## src/rtl/glitch_pkg.sv

```systemverilog
// Shared types and default widths for the glitch sequencer and its command decoder.
package glitch_pkg;
  localparam int GLITCH_CNT_W = 32;
  localparam int GLITCH_REP_W = 8;
  localparam int GLITCH_SEL_W = 3;

  typedef enum logic [2:0] {
    ST_IDLE  = 3'd0,
    ST_ARMED = 3'd1,
    ST_DELAY = 3'd2,
    ST_PULSE = 3'd3,
    ST_GAP   = 3'd4,
    ST_DONE  = 3'd5
  } glitch_state_t;
endpackage

```

## src/rtl/glitch_sequencer_trig_sync.sv

```systemverilog
// Trigger pin synchroniser with a registered, polarity-selectable edge detector.
module trig_sync (
  input  logic clk,
  input  logic reset,
  input  logic trig_in,
  input  logic rise_sel,
  input  logic mask,
  output logic edge_det
);
  logic s1, s2, prev;

  always_ff @(posedge clk) begin
    if (reset) begin
      s1       <= 1'b0;
      s2       <= 1'b0;
      prev     <= 1'b0;
      edge_det <= 1'b0;
    end else begin
      s1   <= trig_in;
      s2   <= s1;
      prev <= s2;
      // mask drops an edge coincident with arm so a stale level never fires
      edge_det <= mask ? 1'b0 : (rise_sel ? (s2 & ~prev) : (~s2 & prev));
    end
  end
endmodule

```

## src/rtl/glitch_sequencer.sv

```systemverilog
// Armed multi-pulse glitch generator: trigger -> delay -> N pulses of width/gap.
// Optional ARM_TIMEOUT_EN: ARMED gives up after cfg_timeout cycles (0 = forever).
module glitch_sequencer
  import glitch_pkg::*;
#(
  parameter int CNT_W     = GLITCH_CNT_W,
  parameter int REP_W     = GLITCH_REP_W,
  parameter int SEL_W     = GLITCH_SEL_W,
  parameter int TIMEOUT_W = 32
) (
  input  logic                 clk,
  input  logic                 reset,
  input  logic [CNT_W-1:0]     cfg_delay,
  input  logic [CNT_W-1:0]     cfg_width,
  input  logic [CNT_W-1:0]     cfg_gap,
  input  logic [REP_W-1:0]     cfg_count,
  input  logic [SEL_W-1:0]     cfg_sel,
  input  logic                 cfg_edge,
  input  logic [TIMEOUT_W-1:0] cfg_timeout,
  input  logic                 arm,
  input  logic                 abort,
  input  logic                 trig_in,
  output logic                 o_glitch,
  output logic [SEL_W-1:0]     o_sel,
  output logic                 armed,
  output logic                 busy,
  output logic                 done,
  output logic                 timed_out,
  output logic [REP_W-1:0]     pulse_idx
);
  glitch_state_t    state, state_n;
  logic [CNT_W-1:0] cnt, cnt_n, delay_q, width_m1, gap_m1;
  logic [REP_W-1:0] count_m1, idx_n;
  logic [SEL_W-1:0] sel_n;
  logic             rise_q, edge_det, arm_ok, tmo_hit;

  function automatic logic [CNT_W-1:0] cnt_m1(input logic [CNT_W-1:0] v);
    return (v == '0) ? '0 : v - 1'b1;
  endfunction

  assign arm_ok = arm && !abort && (state == ST_IDLE);

  trig_sync u_trig (
    .clk      (clk),
    .reset    (reset),
    .trig_in  (trig_in),
    .rise_sel (rise_q),
    .mask     (arm_ok),
    .edge_det (edge_det)
  );

`ifdef ARM_TIMEOUT_EN
  logic [TIMEOUT_W-1:0] tcnt;
  logic                 tmo_inf;

  always_ff @(posedge clk) begin
    if (reset) begin
      tcnt    <= '0;
      tmo_inf <= 1'b1;
    end else if (arm_ok) begin
      tcnt    <= cfg_timeout - 1'b1;
      tmo_inf <= (cfg_timeout == '0);
    end else if (state == ST_ARMED && tcnt != '0) begin
      tcnt <= tcnt - 1'b1;
    end
  end

  // a trigger landing on the last armed cycle takes priority over the timeout
  assign tmo_hit   = (state == ST_ARMED) && !tmo_inf && (tcnt == '0) && !edge_det && !abort;
  assign timed_out = tmo_hit;
`else
  logic unused_cfg_timeout;
  assign unused_cfg_timeout = ^cfg_timeout;
  assign tmo_hit   = 1'b0;
  assign timed_out = 1'b0;
`endif

  always_comb begin
    state_n = state;
    cnt_n   = cnt;
    idx_n   = pulse_idx;
    sel_n   = o_sel;
    case (state)
      ST_IDLE: if (arm_ok) begin
        state_n = ST_ARMED;
        sel_n   = cfg_sel;
        idx_n   = '0;
      end
      ST_ARMED: begin
        if (edge_det) begin
          if (delay_q == '0) begin
            state_n = ST_PULSE;
            cnt_n   = width_m1;
          end else begin
            state_n = ST_DELAY;
            cnt_n   = delay_q - 1'b1;
          end
        end else if (tmo_hit) begin
          state_n = ST_IDLE;
          sel_n   = '0;
        end
      end
      ST_DELAY: begin
        if (cnt == '0) begin
          state_n = ST_PULSE;
          cnt_n   = width_m1;
        end else cnt_n = cnt - 1'b1;
      end
      ST_PULSE: begin
        if (cnt == '0) begin
          if (pulse_idx == count_m1) begin
            state_n = ST_DONE;
            sel_n   = '0;
          end else begin
            state_n = ST_GAP;
            cnt_n   = gap_m1;
            idx_n   = pulse_idx + 1'b1;
          end
        end else cnt_n = cnt - 1'b1;
      end
      ST_GAP: begin
        if (cnt == '0) begin
          state_n = ST_PULSE;
          cnt_n   = width_m1;
        end else cnt_n = cnt - 1'b1;
      end
      ST_DONE: begin
        state_n = ST_IDLE;
        idx_n   = '0;
      end
      default: state_n = ST_IDLE;
    endcase
    if (abort) begin
      state_n = ST_IDLE;
      idx_n   = '0;
      sel_n   = '0;
    end
  end

  always_ff @(posedge clk) begin
    if (reset) begin
      state     <= ST_IDLE;
      cnt       <= '0;
      pulse_idx <= '0;
      o_sel     <= '0;
      o_glitch  <= 1'b0;
      delay_q   <= '0;
      width_m1  <= '0;
      gap_m1    <= '0;
      count_m1  <= '0;
      rise_q    <= 1'b1;
    end else begin
      state     <= state_n;
      cnt       <= cnt_n;
      pulse_idx <= idx_n;
      o_sel     <= sel_n;
      o_glitch  <= (state_n == ST_PULSE);
      if (arm_ok) begin
        delay_q  <= cfg_delay;
        width_m1 <= cnt_m1(cfg_width);
        gap_m1   <= cnt_m1(cfg_gap);
        count_m1 <= (cfg_count == '0) ? '0 : cfg_count - 1'b1;
        rise_q   <= cfg_edge;
      end
    end
  end

  assign armed = (state == ST_ARMED);
  assign busy  = (state == ST_DELAY) || (state == ST_PULSE) || (state == ST_GAP);
  assign done  = (state == ST_DONE);
endmodule

```

## config.mk

```make
export PLATFORM = sky130hd
export DESIGN_NAME = glitch_sequencer
export DESIGN_NICKNAME = d
export VERILOG_FILES = /design/src/rtl/glitch_pkg.sv /design/src/rtl/glitch_sequencer_trig_sync.sv /design/src/rtl/glitch_sequencer.sv
export SDC_FILE = /design/constraint.sdc
export NUM_CORES = 1
export LEC_CHECK = 0
export BUFFER_PORTS_ARGS = -buffer_cell sky130_fd_sc_hd__buf_2
export CORE_MARGIN = 3
export CORE_UTILIZATION = 50
export CTS_CLUSTER_DIAMETER = 40
export DETAILED_ROUTE_END_ITERATION = 12
export GPL_ROUTABILITY_DRIVEN = 0
export GPL_TIMING_DRIVEN = 0
export MAX_ROUTING_LAYER = met4
export PLACE_DENSITY = 0.83
export RECOVER_POWER = 50
export SYNTH_ARGS = -nofsm -noshare
export SYNTH_HDL_FRONTEND = slang
export SYNTH_SLANG_ARGS = --single-unit
```

## constraint.sdc

```tcl
create_clock -name clk -period 5.09 [get_ports clk]
set_input_delay 1.018 -clock clk [delete_from_list [all_inputs] [get_ports clk]]
set_output_delay 1.018 -clock clk [all_outputs]
set_load 0.02 [all_outputs]
```

* Word-level counts from Yosys, hierarchy flattened
Index checks and enable logic that the tools add are counted.
Operators by class: mux-type cells 26, reduce and logical (&&, ||, !) cells 20, eq/ne operators 13, bitwise logic cells 4, add/sub/neg operators 6
Operator list (number):
- 32-bit 2-to-1 mux | 7
- 32-bit zero test | 4
- 32-bit by 1-bit subtractor with 32-bit output (second input constant) | 4
- 32-bit one-hot mux with 3 select lines | 1
- 8-bit 2-to-1 mux | 4
- 3-bit 2-to-1 mux | 8
- 8-bit one-hot mux with 3 select lines | 1
- 3-bit one-hot mux with 4 select lines | 1
- 3-bit by 2-bit equality test with 1-bit output (second input constant) | 3
- 8-bit by 1-bit adder with 8-bit output (second input constant) | 1
- 8-bit equality test | 1
- 8-bit zero test | 1
- 4-bit AND reduction | 2
- 8-bit by 1-bit subtractor with 8-bit output (second input constant) | 1
- 3-bit equality test (second input constant) | 2
- 2-bit != test (second input constant) | 3
- 3-bit one-hot mux with 2 select lines | 1
- 3-bit nonzero test | 2
- 2-bit OR reduction | 3
- 2-bit by 1-bit != test with 1-bit output (second input constant) | 2
- 3-bit by 1-bit equality test with 1-bit output (second input constant) | 1
- 3-bit zero test | 1
- 1-bit 2-to-1 mux | 3
- 3-bit != test (second input constant) | 1
- 7 further kinds | 11
Storage, ports and cells: output and inout bits 16, input port bits 145, word-level logic and storage cells 83, flip-flop bits (word level) 156

* Depth between registers and ports, before layout
depth in word-level cells 7, gate-level depth with buffers 10, gate-level depth less buffers 8

* Hierarchy
A second synthesis with hierarchy kept.
Second synthesis, totals: cell total of the unflattened synthesis 1189, area, all modules 9127.5 µm²
By module, submodules not included:
- glitch_sequencer | sequential area each 3042.9 µm², cells an instance 1179, instances 1, area an instance 8999.9 µm²
- trig_sync | sequential area each 80.1 µm², cells an instance 10, instances 1, area an instance 127.6 µm²

* Worst setup path before layout
OpenSTA, ideal clock, no wires.
path kind input to register, start in cfg_width[10], end reg width_m1[7], path buffers 2, data required time 4.976 ns, cell stages on the path 8, setup time 0.114 ns, slack 1.996 ns, arrival 2.980 ns, cell sequence or4_1 > clkbuf_1 > nor4_1 > nand3_1 > o21ai_1 > clkbuf_1 > a21oi_1 > a21o_1
On the way: longest elaborated chain between the ends 2
Ends and longest elaborated chain:
- start: declaration | RTL line glitch_sequencer.sv:14 | input logic [CNT_W-1:0] cfg_width,
- 32-bit zero test | RTL line glitch_sequencer.sv:38 | return (v == '0) ? '0 : v - 1'b1;
- 32-bit 2-to-1 mux | RTL line glitch_sequencer.sv:38
- end signal: assignment | RTL line glitch_sequencer.sv:160 | width_m1 <= cnt_m1(cfg_width);
- end: declaration | RTL line glitch_sequencer.sv:32 | logic [CNT_W-1:0] cnt, cnt_n, delay_q, width_m1, gap_m1;
Every way passes these cells. A chain may end at the register's enable or synchronous reset.

* Worst setup path in the final report
start reg cnt[14], end reg cnt[22]
On the way: longest elaborated chain between the ends 3, elaborated cells on any way between the ends 7, classes of those cells 1 x add/sub; 1 x eq/ne; 3 x mux; 2 x reduce/logical
Ends and longest elaborated chain:
- start: declaration | RTL line glitch_sequencer.sv:32
- start signal: assignment | RTL line glitch_sequencer.sv:154 | cnt <= cnt_n;
- 32-bit by 1-bit subtractor with 32-bit output / 32-bit zero test (equally long branches)
- 32-bit 2-to-1 mux (tied with other cells) | RTL line glitch_sequencer.sv:104, glitch_sequencer.sv:122
- 32-bit one-hot mux with 3 select lines / 3-bit AND reduction (equally long branches)
Parallel ways exist; a longest one is shown, timed or not.

==> out/qor.yml <==
worst_hold_path.endpoint: "u_trig.s2"
dr.pass1.iters: 6
core_area_um2: 17500
power.leakage_nw: 3.87
grt_pass1_vias: 9079
portBuffers: 126
pwr-share-seq: 0.429
min_path_cells: 1
diodes: 0
num_vias: 9766
cts_buffer_depth: 2
yosys.area_share.xor_xnor: 0.105
fin_skew_ns: 0.0110
power_frac_comb: 0.181
synth_compound_area_frac: 0.221
path_max_fanout: 10
synth_top_area_share: 0.346
nets: 1474
rr_endpoint: "cnt[22]"
final_max_slew_viol_count: 0
ir_drop_uv: 196
cts_root_buffer: "clkbuf_16"
clock-sinks: 156
final_area_um2: 10400
synth_seq_area_share: 0.346
path_clk_slew_ns: 0.07
async_reset_ff_frac: 0
totalNegativeSetupSlack_ns: 0
p_int_w: 0.00211
syn-cell-area_um2: 9020
synth_fa_ha_area_frac: 0.0125
htreeDepth: 4
grt_usage: 0.308
ios: 161
start_util: 0.516
worst_setup_path_end_kind: "flop"
fin_crit_sh: 0.774
synth_fp_nets: 1329
power.density_nw_per_um2: 294
worstSetupPathType: "flop to flop"
p_clk_frac: 0.390
post_cts_buffers: 0
antenna_found_initial: 0
cts_made_buffers: 17
hold_buffers: 0
synth_ff_type: "dfxtp_1"
utilization: 0.598
fin_cells: 1557
clk_latency_ns: 0.44
detail_route.wl_per_cell_um: 19.2
crit_required_ns: 5.43
outcome: "finished, final reports clean"
drive_gt1_frac: 0.128
final.min_clock_period_ns: 3.94
dieArea_um2: 19700
r2r_slack_ns: 1.15
ant_nets: 0
drt_iter0_drc: 1307
drc: 0
hold_path_class: "flop to flop"
syn_area_per_cell_um2: 7.68
dieHeight_um: 140
setup_viol: 0
grt_max_degree: 17
r2r_start: "cnt[14]"
synth_cells: 1175
num_rows: 48
hold_violations: 0
layout-area-overhead-vs-synth_pct: 15.8
swShare: 0.313
yosys_warnings: 0
timing.fmax_mhz: 254
routed_via_density: 6.27
die_w_um: 140
rsz0062_at_grt: "false"
drv_cap: 0
synth_top_family_by_area: "simple AND/OR/NAND/NOR gates"
placed_cells: 1526
muxShareOfSynthArea: 0.00679
crit_arrival_ns: 4.28
grt_pass1_wl_mm: 46.9
dp_hpwl_mm: 22.5
synth-seq-cells: 156
gr-total-overflow: 0
routed_wirelength_mm: 29.9
cts_tree: "done"
synth_edf_count: 0
cp-start-kind: "flop"
slew_headroom: 0.262
ys_types: 71
yosysTopAreaCell: "dfxtp_1"
worstMarginPinSlew_ns: 1.11
ctsResizeCount: 0
finalPower_w: 0.00307
synth.area.top_cells: "dfxtp_1 35%, nand2_1 7.4%, o21ai_0 6.3%, xnor2_1 6.1%, xor2_1 4.4%"
power_switching_w: 0.000961
hp-start: "u_trig.s1"
yosys.area_share.simple: 0.265
place_area_um2: 9940
reg2regPathDepth: 9
## area by class of cell
cell class	instances	area, um^2
Multi-Input combinational cell	924	5500
Clock inverter	14	124
Inverter	22	82.6
Timing Repair Buffer	126	611
Clock buffer	17	425
Buffer	73	299
Tap cell	225	282
Sequential cell	156	3120
Fill cell	1541	7030
## cells in the final DEF, fill, tap and decap left out, types with 21 or more instances in the layout
cell type,synthesis,final
xnor2_1,63,63
buf_2,10,115
clkbuf_1,58,80
nor2_1,74,74
or4_1,27,27
or3_1,25,25
xor2_1,45,45
inv_1,21,21
dfxtp_1,156,156
a21oi_1,70,70
nor4_1,32,32
nor3_1,56,57
nand2_1,178,178
o21ai_0,114,115
nand3_1,22,23
## synthesized netlist by cell type (3+ instances only)
cell type / count
a211oi_1: 6
a21o_1: 5
a21oi_1: 70
a221oi_1: 7
a22o_1: 7
a22oi_1: 18
a2bb2oi_1: 3
a311oi_1: 20
a31oi_1: 6
and2_1: 4
and3_1: 6
buf_2: 10
clkbuf_1: 58
dfxtp_1: 156
ha_1: 9
inv_1: 21
mux2i_1: 5
nand2_1: 178
nand2b_1: 4
nand3_1: 22
nand3b_1: 3
nand4_1: 14
nor2_1: 74
nor2b_1: 9
nor3_1: 56
nor3b_1: 3
nor4_1: 32
nor4b_1: 3
o211ai_1: 10
o21a_1: 4
o21ai_0: 114
o21bai_1: 5
o22ai_1: 3
o31ai_1: 14
o32ai_1: 3
o41ai_1: 4
or2_2: 11
or3_1: 25
or4_1: 27
xnor2_1: 63
xor2_1: 45
## cells by family after synthesis
kind of cell	Yosys count
xor+xnor	108
other cells	1
simple gates	484
compound gates	316
fa+ha+maj	9
flops	156
buf+inv	95
mux	6
## layer usage
layer | vias up | wire length [um] | part of all wire | GRT usage
met1 | 4450 | 11300 | 0.38 | 0.369
met2 | 622 | 13000 | 0.43 | 0.456
li1 | 4546 | - | - | -
met3 | 148 | 3730 | 0.12 | 0.0922
met4 | 0 | 1970 | 0.066 | 0.184
met5 | - | 0 | 0 | -
## worst max-delay path: stages, from the launching register on
cell	delay [ns]
dfxtp_1	0.30
clkbuf_1	0.17
nor4_1	0.63
nand3_1	0.46
or4_1	0.63
clkbuf_1	0.35
nor2_4	0.23
clkbuf_1	0.57
a221oi_1	0.24
a311oi_1	0.26
## how the worst max path moves through the flow
stage | startpoint | endpoint | cells after the start
finish | cnt[14] | cnt[22] | 9
global route | cnt[14] | cnt[2] | 9
CTS | state[2] | busy | 6
detailed placement | cfg_width[20] | width_m1[7] | 8
global placement | cfg_width[10] | width_m1[7] | 9
floorplan | cfg_width[10] | width_m1[7] | 8
## power by group through the flow
stage | Clock [W] | Combinational [W] | Sequential (W)
2_1_floorplan | 0 | 0.000345 | 0.00132
3_3_place_gp | 0 | 0.000518 | 0.00134
3_5_place_dp | 0 | 0.000528 | 0.00134
4_1_cts | 0.00121 | 0.000531 | 0.00131
5_1_grt | 0.00127 | 0.000597 | 0.00132
6_report | 0.00120 | 0.000557 | 0.00132
## flip-flops by register name, indices dropped and copies added (netlist names)
signal / flops
state: 3
u_trig.prev: 1
o_glitch: 1
o_sel: 3
u_trig.s2: 1
delay_q: 32
rise_q: 1
pulse_idx: 8
u_trig.s1: 1
gap_m1: 32
count_m1: 8
u_trig.edge_det: 1
width_m1: 32
cnt: 32
## stage by stage
stage                     hold WS, ns  worst slack (ns)
after detailed placement        0.434              1.42
after floorplan                 0.414              2.00
final                           0.446              1.15
after CTS                       0.446              1.68
after global routing            0.480             0.956
after global placement          0.425              1.40
Note: power is estimated with default switching activity, not from simulation.
